<file path="config.mk">
export PLATFORM = sky130hd
export DESIGN_NAME = inst_fetch_unit
export DESIGN_NICKNAME = d
export VERILOG_FILES = /design/src/rtl/inst_fetch_unit.sv
export SDC_FILE = /design/constraint.sdc
export NUM_CORES = 1
export LEC_CHECK = 0
export BUFFER_PORTS_ARGS = -buffer_cell sky130_fd_sc_hd__buf_2
export CORE_AREA = 2 2 145 218
export DETAILED_ROUTE_END_ITERATION = 8
export DIE_AREA = 0 0 147 220
export PLACE_DENSITY = 0.71
export SLEW_MARGIN = 15
export SYNTH_ARGS = -nofsm -noshare
export SYNTH_HDL_FRONTEND = slang
export SYNTH_SLANG_ARGS = --single-unit
</file>
<file path="constraint.sdc">
create_clock -name clk -period 3.9 [get_ports clk]
set_clock_uncertainty 0.15 [all_clocks]
set_input_delay 0.195 -clock clk [delete_from_list [all_inputs] [get_ports clk]]
set_output_delay 0.195 -clock clk [all_outputs]
set_load 0.01 [all_outputs]
</file>
<file path="src/rtl/inst_fetch_unit.sv">
// Instruction fetch stage: sequential PC generation, ready-qualified memory request,
// and a small PC/instruction buffer feeding decode over valid/ready, with redirect flush.
module inst_fetch_unit #(
    parameter int                    ADDR_WIDTH = 32,
    parameter int                    DATA_WIDTH = 32,
    parameter logic [ADDR_WIDTH-1:0] RESET_PC   = '0,
    parameter int                    PC_STEP    = 4,
    parameter int                    FIFO_DEPTH = 4,
    localparam int                   CW         = $clog2(FIFO_DEPTH + 1)
) (
    input  logic                  clk,
    input  logic                  rst,
    input  logic                  fetch_en,
    input  logic                  redirect_valid,
    input  logic [ADDR_WIDTH-1:0] redirect_pc,
    output logic [ADDR_WIDTH-1:0] inst_address,
    output logic                  InstMem_Read,
    input  logic [DATA_WIDTH-1:0] inst_in,
    input  logic                  InstMem_Ready,
    output logic                  out_valid,
    input  logic                  out_ready,
    output logic [DATA_WIDTH-1:0] out_inst,
    output logic [ADDR_WIDTH-1:0] out_pc,
    output logic [ADDR_WIDTH-1:0] out_pc_next,
    output logic [CW-1:0]         buf_count
);

    localparam int PW = $clog2(FIFO_DEPTH);
    localparam logic [CW-1:0] FULL_CNT = CW'(FIFO_DEPTH);

    typedef enum logic [1:0] {BOOT, RUN, FULL} state_t;

    state_t                               state_q, state_d;
    logic [ADDR_WIDTH-1:0]                pc_q, pc_d;
    logic [CW-1:0]                        count_q, count_d;
    logic [PW-1:0]                        wr_q, rd_q;
    logic [FIFO_DEPTH-1:0][DATA_WIDTH-1:0] inst_q;
    logic [FIFO_DEPTH-1:0][ADDR_WIDTH-1:0] pcbuf_q;
    logic                                 push, pop;

    // Redirect cycles never request, so a response arriving alongside a redirect is never pushed.
    assign InstMem_Read = (state_q == RUN) && fetch_en && (count_q < FULL_CNT) && !redirect_valid;
    assign inst_address = pc_q;
    assign push         = InstMem_Read && InstMem_Ready;
    assign out_valid    = (count_q != '0);
    assign pop          = out_valid && out_ready;
    assign out_inst     = inst_q[rd_q];
    assign out_pc       = pcbuf_q[rd_q];
    assign out_pc_next  = out_pc + ADDR_WIDTH'(PC_STEP);
    assign buf_count    = count_q;

    always_comb begin
        pc_d    = pc_q;
        count_d = count_q;
        if (redirect_valid) begin
            pc_d    = {redirect_pc[ADDR_WIDTH-1:2], 2'b00};
            count_d = '0;
        end else begin
            if (push) pc_d = pc_q + ADDR_WIDTH'(PC_STEP);
            if (push && !pop)      count_d = count_q + CW'(1);
            else if (pop && !push) count_d = count_q - CW'(1);
        end
    end

    always_comb begin
        state_d = state_q;
        case (state_q)
            BOOT:    state_d = RUN;
            RUN:     if (count_d == FULL_CNT) state_d = FULL;
            FULL:    if (pop) state_d = RUN;
            default: state_d = BOOT;
        endcase
        if (redirect_valid && state_q != BOOT) state_d = RUN;
    end

    always_ff @(posedge clk or negedge rst) begin
        if (!rst) begin
            state_q <= BOOT;
            pc_q    <= RESET_PC;
            count_q <= '0;
            wr_q    <= '0;
            rd_q    <= '0;
            inst_q  <= '0;
            pcbuf_q <= '0;
        end else begin
            state_q <= state_d;
            pc_q    <= pc_d;
            count_q <= count_d;
            if (redirect_valid) begin
                wr_q <= '0;
                rd_q <= '0;
            end else begin
                if (push) begin
                    inst_q[wr_q]  <= inst_in;
                    pcbuf_q[wr_q] <= pc_q;
                    wr_q          <= wr_q + PW'(1);
                end
                if (pop) rd_q <= rd_q + PW'(1);
            end
        end
    end

    assert property (@(posedge clk) disable iff (!rst) count_q <= FULL_CNT);

endmodule

</file>
==> impl_results.html <==
<table>
<tr><th>Metric</th><th>Value</th></tr>
<tr><th colspan="2">Run status</th></tr>
<tr><td>Result of the run</td><td>completed</td></tr>
<tr><th colspan="2">Layout</th></tr>
<tr><td>Share of final-layout standard cells stronger than drive strength 1</td><td>0.461</td></tr>
<tr><td>Post-layout net count</td><td>1297</td></tr>
<tr><td>Synthesis-to-layout area growth</td><td>22.7%</td></tr>
<tr><th colspan="2">Timing</th></tr>
<tr><td>Max Transition Viols Final</td><td>0</td></tr>
<tr><td>Final setup slack of the worst path</td><td>0.445 ns</td></tr>
<tr><td>Fin crit period</td><td>3.46 ns</td></tr>
<tr><td>Share of the clock period used by the worst path</td><td>0.886</td></tr>
<tr><td>Tightest hold margin</td><td>0.0748 ns</td></tr>
<tr><td>Slew of the pin with the lowest slew margin</td><td>0.808 ns</td></tr>
<tr><td>RSZ-0062 raised after global routing</td><td>no</td></tr>
<tr><td>F_max</td><td>289 MHz</td></tr>
<tr><td>Normalized max-slew margin</td><td>0.461</td></tr>
<tr><td>Aggregate negative setup slack</td><td>0 ns</td></tr>
<tr><td>Number of setup violations in the final report</td><td>0</td></tr>
<tr><td>Final hold violation count</td><td>0</td></tr>
<tr><th colspan="2">Drt</th></tr>
<tr><td>Remaining antenna violation count after routing</td><td>0</td></tr>
<tr><td>DRT iter0 DRCs</td><td>386</td></tr>
<tr><td>Total number of vias</td><td>8925</td></tr>
<tr><td>Detailed-route wire length per cell</td><td>20.0 um</td></tr>
<tr><td>Number of iterations in the first detailed-routing pass</td><td>4</td></tr>
<tr><td>Total wire length</td><td>32800 um</td></tr>
<tr><td>DRC Markers</td><td>0</td></tr>
<tr><td>Via density per instance</td><td>5.43</td></tr>
<tr><th colspan="2">Yosys</th></tr>
<tr><td>Post-synth design cell area</td><td>13500 um2</td></tr>
<tr><td>Unique cell type count in the Yosys netlist</td><td>47</td></tr>
<tr><td>Sequential area share after synthesis</td><td>0.531</td></tr>
<tr><td>Async S/R FF share, synth</td><td>1.00</td></tr>
<tr><td>Number of enable flip-flop cells after synthesis</td><td>0</td></tr>
<tr><td>Most frequent cell after synthesis</td><td>dfrtp_1</td></tr>
<tr><td>#FFs+latches synth</td><td>287</td></tr>
<tr><td>Share of Yosys cell area claimed by the top area cell type</td><td>0.531</td></tr>
<tr><td>Most frequent cells after synthesis</td><td>287 x dfrtp_1, 241 x mux2_2, 71 x nand2_1, 62 x mux4_2, 37 x buf_2</td></tr>
<tr><td>Synthesized instance count</td><td>969</td></tr>
<tr><td>Synth area leaders</td><td>dfrtp_1 53%, mux2_2 20%, mux4_2 10%</td></tr>
<tr><td>Synth Flop Type</td><td>dfrtp_1</td></tr>
<tr><td>Cell taking the most area after synthesis</td><td>dfrtp_1</td></tr>
<tr><td>Number of warnings reported in the yosys synthesis log</td><td>0</td></tr>
<tr><td>Synthesized area per cell</td><td>13.9 um2</td></tr>
<tr><th colspan="2">Clocking</th></tr>
<tr><td>Post-CTS setup buffer count</td><td>0</td></tr>
<tr><td>Insertion delay to the later sink of the worst-skew pair</td><td>0.55 ns</td></tr>
<tr><td>Post-cts repair resize count</td><td>0</td></tr>
<tr><td>H-tree levels</td><td>1</td></tr>
<tr><td>Worst-case clock buffer depth</td><td>3</td></tr>
<tr><td>Clock tree from TritonCTS</td><td>done</td></tr>
<tr><td>Number of clock buffers inserted by TritonCTS</td><td>28</td></tr>
<tr><td>Hold-fix buffers, CTS</td><td>70</td></tr>
<tr><td>Clock slew at reported path FFs</td><td>0.06 ns</td></tr>
<tr><td>Root buffer selected by CTS</td><td>clkbuf_16</td></tr>
<tr><td>Count of clock tree sinks</td><td>287</td></tr>
<tr><th colspan="2">Die</th></tr>
<tr><td>Die Width</td><td>147 um</td></tr>
<tr><td>Die height</td><td>220 um</td></tr>
<tr><td>Std cell rows</td><td>79</td></tr>
<tr><td>Area enclosed by the die boundary</td><td>32300 um2</td></tr>
<tr><td>Number of placed I/O pins</td><td>203</td></tr>
<tr><td>Area inside the core boundary</td><td>30600 um2</td></tr>
<tr><td>Starting density of the core</td><td>0.441</td></tr>
<tr><th colspan="2">Placed design</th></tr>
<tr><td>Worst-case setup slack after placement</td><td>0.958 ns</td></tr>
<tr><td>Half-perimeter wire length after placement</td><td>21000 um</td></tr>
<tr><td>Port-buffer cells</td><td>194</td></tr>
<tr><td>Global placer's final weighted congestion</td><td>0.791</td></tr>
<tr><th colspan="2">Critical path</th></tr>
<tr><td>Required arrival time at the worst endpoint</td><td>3.56 ns</td></tr>
<tr><td>Dominant delay contributor by cell family on the critical path</td><td>simple AND/OR/NAND/NOR gates</td></tr>
<tr><td>Startpoint type of the worst setup path</td><td>register</td></tr>
<tr><td>Critical path's slowest cell</td><td>dfrtp_4</td></tr>
<tr><td>Crit path arrival time</td><td>3.11 ns</td></tr>
<tr><td>Category of the critical setup timing path</td><td>reg -&gt; out</td></tr>
<tr><td>Slowest Stage Delay on Critical Path</td><td>0.64 ns</td></tr>
<tr><td>Endpoint type of the worst setup path</td><td>primary output</td></tr>
<tr><td>Critical Path Fanout Max</td><td>22</td></tr>
<tr><td>Cell Chain, Critical Path</td><td>buf_12 -&gt; mux4_2 -&gt; nand3_1 -&gt; nor3_2 -&gt; and2_1 -&gt; nand4_1 -&gt; xnor2_1 -&gt; buf_2</td></tr>
<tr><td>Buffering stage count on the worst path with inverters included</td><td>2</td></tr>
<tr><th colspan="2">Job</th></tr>
<tr><td>Reported max-cap violation count</td><td>0</td></tr>
<tr><th colspan="2">Global route</th></tr>
<tr><td>Antenna violations before repair</td><td>2</td></tr>
<tr><td>Global-route wire length before repair</td><td>50800 um</td></tr>
<tr><td>Total congestion overflow after global routing</td><td>0</td></tr>
<tr><td>Pin count of the biggest net entering global routing</td><td>109</td></tr>
<tr><td>Vias in the first global route</td><td>9036</td></tr>
<tr><td>All-layer global routing usage</td><td>0.201</td></tr>
<tr><th colspan="2">Power</th></tr>
<tr><td>Internal power consumption</td><td>7.83 mW</td></tr>
<tr><td>Max rail drop VDD</td><td>0.435 mV</td></tr>
<tr><td>Switching component of the power</td><td>3.77 mW</td></tr>
<tr><td>Sequential group share of total power</td><td>0.389</td></tr>
<tr><td>Power density relative to cell area</td><td>700 nW/um2</td></tr>
<tr><td>Gate power share</td><td>0.371</td></tr>
<tr><td>Switching share of power</td><td>0.325</td></tr>
<tr><td>Share of power burned in the clock network</td><td>0.240</td></tr>
<tr><td>Leakage power</td><td>7.82 nW</td></tr>
<tr><th colspan="2">Worst hold path</th></tr>
<tr><td>Hold WC Path Type</td><td>in -&gt; async</td></tr>
</table>
cell families (layout without fill, tap and decap cells):
family          Yosys count  in the layout  share of synthesized area
mux                     304            304                      0.305
flops                   287            287                      0.531
simple gates            175            175                     0.0644
buf+inv                  77            341                     0.0279
compound gates           76             76                     0.0360
xor+xnor                 40             40                     0.0269
fa+ha+maj                 9              9                    0.00833
other cells               1              8                   0.000277
per-layer routing:
layer  up-vias  routed length [um]  track usage
met4         0                 823       0.0657
met2       223               16800        0.352
li1       4045                   -            -
met5         -                   0            0
met1      4614               13500        0.252
met3        43                1720       0.0366
stage by stage:
step / cell area, um2 / cells / power (mW) / util
after floorplan: 13500 / 974 / 7.31 / -
after global placement: 14900 / 1523 / 8.72 / 0.487
after detailed placement: 14900 / 1523 / 8.87 / 0.487
after CTS: 16600 / 1643 / 11.7 / 0.541
after global routing: 16600 / 1645 / 12.3 / 0.541
final: 16600 / 1645 / 11.6 / 0.541
layout by cell type (no fill, tap or decap), types with 17 or more instances in the layout:
cell           count
dlygate4sd3_1     70
nand4_1           17
o21ai_0           32
xor2_1            17
xnor2_1           22
clkbuf_16         29
mux4_2            62
dfrtp_1          285
nor2_1            22
buf_2            193
nand3_1           20
nand2_1           67
mux2_2           241
layout make-up:
type                    count  area, um2
fillers                  2545      14100
flip-flops and latches    287       7190
multi-input cells         610       6010
repair buffers            281       1880
clock buffers              41        841
well taps                 405        507
clock inverters             9        111
inverters                  10       37.5
diodes                      2       5.00
final timing paths:
kind,start,endpoint,slack [ns],depth (start not counted)
min reg2reg,pcbuf_q[4],pcbuf_q[4],0.33,2
min in group clk,InstMem_Ready,inst_address[26],0.14,5
max in group asynchronous,rst,pcbuf_q[90],2.51,3
max,rd_q[0],out_pc_next[31],0.44,8
max reg2reg,buf_count[2],inst_address[11],0.85,7
min,rst,inst_q[85],0.07,2
power by group through the flow:
stage               combinational (mW)  sequential, mW  clock [mW]
finish                            4.31            4.52        2.78
CTS                               4.37            4.52        2.85
global route                      4.66            4.65        2.99
detailed placement                4.30            4.56           0
floorplan                         3.02            4.29           0
global placement                  4.23            4.49           0
sequential cells by signal (all words and copies together) (netlist names):
signal and count:
buf_count 3, inst_address 30, inst_q 128, pcbuf_q 120, rd_q 2, state_q 2
wr_q 2
Note: power is estimated with default switching activity, not from simulation.
